## src/rtl/reg_desloc.sv

```systemverilog
// reg_desloc: WIDTH-bit universal shift register (hold, shift right, shift left,
// parallel load) selected by a 2-bit opcode; output driven straight from the flops.
module reg_desloc #(
  parameter int unsigned WIDTH = 4
) (
  input  logic             clk,
  input  logic             reset,
  input  logic             serial_in,
  input  logic [WIDTH-1:0] parallel_in,
  input  logic [1:0]       op,
  output logic [WIDTH-1:0] out
);

  localparam logic [1:0] OP_HOLD  = 2'b00;
  localparam logic [1:0] OP_SHR   = 2'b01;
  localparam logic [1:0] OP_SHL   = 2'b10;
  localparam logic [1:0] OP_LOAD  = 2'b11;

  logic [WIDTH-1:0] q_q;
  logic [WIDTH-1:0] q_d;

  // Next-state decode; anything unrecognised holds the current contents.
  always_comb begin
    q_d = q_q;
    unique case (op)
      OP_HOLD: q_d = q_q;
      OP_SHR:  q_d = {serial_in, q_q[WIDTH-1:1]};
      OP_SHL:  q_d = {q_q[WIDTH-2:0], serial_in};
      OP_LOAD: q_d = parallel_in;
      default: q_d = q_q;
    endcase
  end

  // Register stage; synchronous reset overrides every opcode.
  always_ff @(posedge clk) begin
    if (reset) begin
      q_q <= '0;
    end else begin
      q_q <= q_d;
    end
  end

  assign out = q_q;

endmodule

```

## config.mk

```make
export PLATFORM = sky130hd
export DESIGN_NAME = reg_desloc
export DESIGN_NICKNAME = d
export VERILOG_FILES = /design/src/rtl/reg_desloc.sv
export SDC_FILE = /design/constraint.sdc
export NUM_CORES = 1
export LEC_CHECK = 0
export CAP_MARGIN = 5
export CORE_AREA = 4 4 41 43
export CTS_CLUSTER_DIAMETER = 80
export DETAILED_ROUTE_END_ITERATION = 7
export DIE_AREA = 0 0 45 47
export PLACE_DENSITY_LB_ADDON = 0.2
export SLEW_MARGIN = 5
export SYNTH_ARGS = -nofsm -noshare
export SYNTH_HDL_FRONTEND = slang
export SYNTH_SLANG_ARGS = --single-unit
```

## constraint.sdc

```tcl
create_clock -name clk -period 2.11 [get_ports clk]
set_input_delay 0.211 -clock clk [delete_from_list [all_inputs] [get_ports clk]]
set_output_delay 0.211 -clock clk [all_outputs]
set_load 0.005 [all_outputs]
```

# Yosys cells after proc, flatten, opt, wreduce, memory -nomap -nowiden
# Cells that the tools add are included.
# Widths: inputs -> output; s select.
# classes
shift	0
div	0
n_eq_ne	3
n_lt_le_gt_ge	0
n_addsub	0
reduce_logical	1
bitwise	0
muxes	1
multipliers	0
# op_table
op	n
$pmux 4 s3	1
$eq 2x2->1 const B	2
$eq 2x1->1 const B	1
$logic_not 2->1	1
# totals
reg_bits	4
romBits	0
latch_bits	0
ramBits	0
n_memories	0

# Depth between registers and ports, before layout
# logic_depth
depth_word	2
mapped_depth	2
mapped_depth_nobuf	2

# Worst setup path after synthesis
# Ideal clock, no wire load.
# synth_timing
path_kind	flip-flop to flip-flop
startpoint	register q_q[1], in the netlist out[1]
endpoint	register q_q[0], in the netlist out[0]
path_slack_ns	1.082
setup_time_ns	0.114
required_ns	1.996
stages_incl_launch_ff	3
n_path_buf	0
arrival_ns	0.914
path_cell_list	dfxtp_1 mux4_1 nor2b_1
# synth_via
elab_chain_len	1
# synth_lines
element	line_no	rtl
start: declaration	19	logic [WIDTH-1:0] q_q;
start signal: assignment	39	q_q <= q_d;
$pmux 4 s3	25	unique case (op)
# Every way passes these cells.
# A chain may end at the register's enable or synchronous reset.

# Final worst setup path
# layout_timing
startpoint	input op[0]
endpoint	register q_q[0], in the netlist out[0]
# layout_via
elab_chain_len	2
# layout_lines
element	line_no	rtl
start: declaration	10	input logic [1:0] op,
$eq 2x2->1 / $eq 2x1->1 (equally long branches)	25	
$pmux 4 s3	25	
# Parallel ways exist; a longest one is shown, timed or not.

==> results.sh <==
export IMPL_grt_use_total_pct=7.07
export IMPL_clockBufferDepth=2
export IMPL_fp_dieW_um=45
export IMPL_grt_antenna_before_repair=0
export IMPL_worstReg2RegEnd="out[0]"
export IMPL_pre_cts_ws_ns=0.460
export IMPL_r2r_cells=2
export IMPL_leakage_uw=0.000133
export IMPL_syn_nets=21
export IMPL_whs_path_depth=2
export IMPL_yosysTopAreaCellShare_pct=40.3
export IMPL_reg2reg_slack_ns=1.03
export IMPL_drt_total_wl_um=528
export IMPL_gr_total_overflow=0
export IMPL_cp_required_ns=2.23
export IMPL_wire_per_inst_um=12.6
export IMPL_nFillCells=142
export IMPL_cts_clk_slew_worst_paths_ns=0.04
export IMPL_skew_ns=0.00582
export IMPL_cts_root_buf="clkbuf_4"
export IMPL_num_vias=171
export IMPL_layout_drive_gt1_share_pct=22.2
export IMPL_startpoint_type="input port"
export IMPL_antennaDiodeCount=0
export IMPL_worstPathCellList="clkdlybuf4s50_1 > mux4_1 > nor2b_1"
export IMPL_die_h_um=47
export IMPL_syn_avg_cell_area_sq_um=16.6
export IMPL_setup_worst_path_class="input port to flop"
export IMPL_cp_slowest_cell="clkdlybuf4s50_1"
export IMPL_stdcell_area_sq_um=360
export IMPL_holdCritStartpoint="reset"
export IMPL_power_density_nw_per_um2=633
export IMPL_avgViaCountPerCell=4.07
export IMPL_hold_viol=0
export IMPL_synth_seq_cells=4
export IMPL_post_route_min_period_ns=1.42
export IMPL_rows=13
export IMPL_io_buffers=12
export IMPL_worst_slack_ns=0.693
export IMPL_drtIter0Drc=3
export IMPL_slew_headroom_pct=84.1
export IMPL_syn_area_sq_um=199
export IMPL_synth_area_leaders="dfxtp_1, mux4_2, mux4_1"
export IMPL_worst_slew_pin_slew_ns=0.238
export IMPL_cts_buffers=3
export IMPL_critical_path_max_fanout=4
export IMPL_largest_reg_flops=4
export IMPL_syn2layout_area_growth_pct=81.1
export IMPL_power_frac_clock_pct=42.6
export IMPL_maxCapViolCount=0
export IMPL_grt_setup_unrepaired="no"
export IMPL_cts_sinks=4
export IMPL_swShare_pct=21.1
export IMPL_drt_first_pass_iters=2
export IMPL_rr_startpoint="out[1]"
export IMPL_slowest_delay_ns=0.60
export IMPL_insertion_delay_ns=0.24
export IMPL_status="completed"
export IMPL_synthCells=12
export IMPL_drc=0
export IMPL_grt_pass1_wl_um=855
export IMPL_seq_power_share_pct=37.3
export IMPL_p_sw_uw=48.2
export IMPL_max_vdd_ir_drop_mv=0.343
export IMPL_cts_tree="done"
export IMPL_p_int_uw=180
export IMPL_finalSetupViolations=0
export IMPL_hold_class="input port to flop"
export IMPL_cts_repair_resized=0
export IMPL_initial_utilization_pct=15.3
export IMPL_cts_htree_levels=1
export IMPL_combPwrFrac_pct=20.2
export IMPL_finalMaxSlewViolations=0
export IMPL_postCtsSetupBuffers=0
export IMPL_synth_top_area_cell="dfxtp_1"
export IMPL_max_freq_mhz=706
export IMPL_ctsHoldBuffers=0
export IMPL_grt_max_degree=5
export IMPL_place_area_sq_um=338
export IMPL_yosysWarnings=0
export IMPL_min_period_over_period_pct=67.2
export IMPL_cp_arrival_ns=1.53
export IMPL_hold_end="out[1]"
export IMPL_gp_congestion=0.658
export IMPL_synth_distinct_cells=4
export IMPL_layout_nets=38
export IMPL_first_global_vias=182
export IMPL_ant_nets=0
export IMPL_dieArea_sq_um=2120
export IMPL_core_sq_um=1300
export IMPL_top_level_ports=13
export IMPL_yosysSeqAreaShare_pct=40.3
export IMPL_final_cell_count_no_fill=42
export IMPL_placed_cells=39
export IMPL_worst_setup_path_end_kind="flop"
export IMPL_setup_tns_final_ns=0
-- how the worst max path moves through the flow --
stage           start  slack (ns)      to
2_1_floorplan  out[1]        1.08  out[0]
6_report        op[0]        0.69  out[0]
5_1_grt         op[0]        0.67  out[0]
3_3_place_gp    op[0]        0.45  out[0]
4_1_cts         op[0]        0.69  out[0]
3_5_place_dp    op[0]        0.46  out[0]
-- logic make-up (layout without fill, tap and decap cells) --
kind of cell | Yosys count | after routing | share of synthesized area (%)
and+or+nand+nor | 4 | 4 | 12.6
buffers and inverters | 0 | 15 | 0
muxes | 4 | 4 | 47.2
DFF | 4 | 4 | 40.3
-- power by group through the flow --
stage	Sequential, uW	Combinational (uW)	Clock (uW)
global placement	86.4	45.9	0
finish	85.0	46.0	97.1
CTS	85.2	46.6	102
floorplan	85.8	16.3	0
global route	86.2	48.6	111
detailed placement	86.4	46.2	0
-- cells in the mapped netlist --
library cell	count
mux4_1	1
nor2b_1	4
mux4_2	3
dfxtp_1	4
-- cell type report --
| class | instances | area (sq um) | area share [%] |
|---|---|---|---|
| well taps | 15 | 18.8 | 5.21 |
| repair buffers | 12 | 120 | 33.3 |
| multi-input cells | 8 | 119 | 33.0 |
| clock buffers | 3 | 22.5 | 6.25 |
| flip-flops and latches | 4 | 80.1 | 22.2 |
-- cell usage in the layout (no fill, tap or decap) --
cell type         n
clkdlybuf4s50_1  12
mux4_1            1
nor2b_1           4
dfxtp_1           4
mux4_2            3
clkbuf_4          3
-- critical path, delay by kind of cell --
family | cells | cell delay, ns
buf+inv | 1 | 0.60
simple gates | 1 | 0.14
mux | 1 | 0.58
-- layer usage --
layer | track usage (%) | vias up | part of all wire (%)
met1 | 6.94 | 81 | 45
met3 | 8.43 | 2 | 14
met5 | 0 | - | 0
li1 | - | 79 | -
met2 | 7.91 | 9 | 40
met4 | 5.26 | 0 | 1.7
-- per-stage QoR --
stage / power, uW / hold slack [ns] / util, %
after floorplan: 102 / 0.283 / -
after global placement: 132 / 0.699 / 26.0
after detailed placement: 133 / 0.701 / 26.0
after CTS: 234 / 0.634 / 27.7
after global routing: 246 / 0.642 / 27.7
final: 228 / 0.643 / 27.7
No activity file was read; power rests on OpenSTA's default activity.
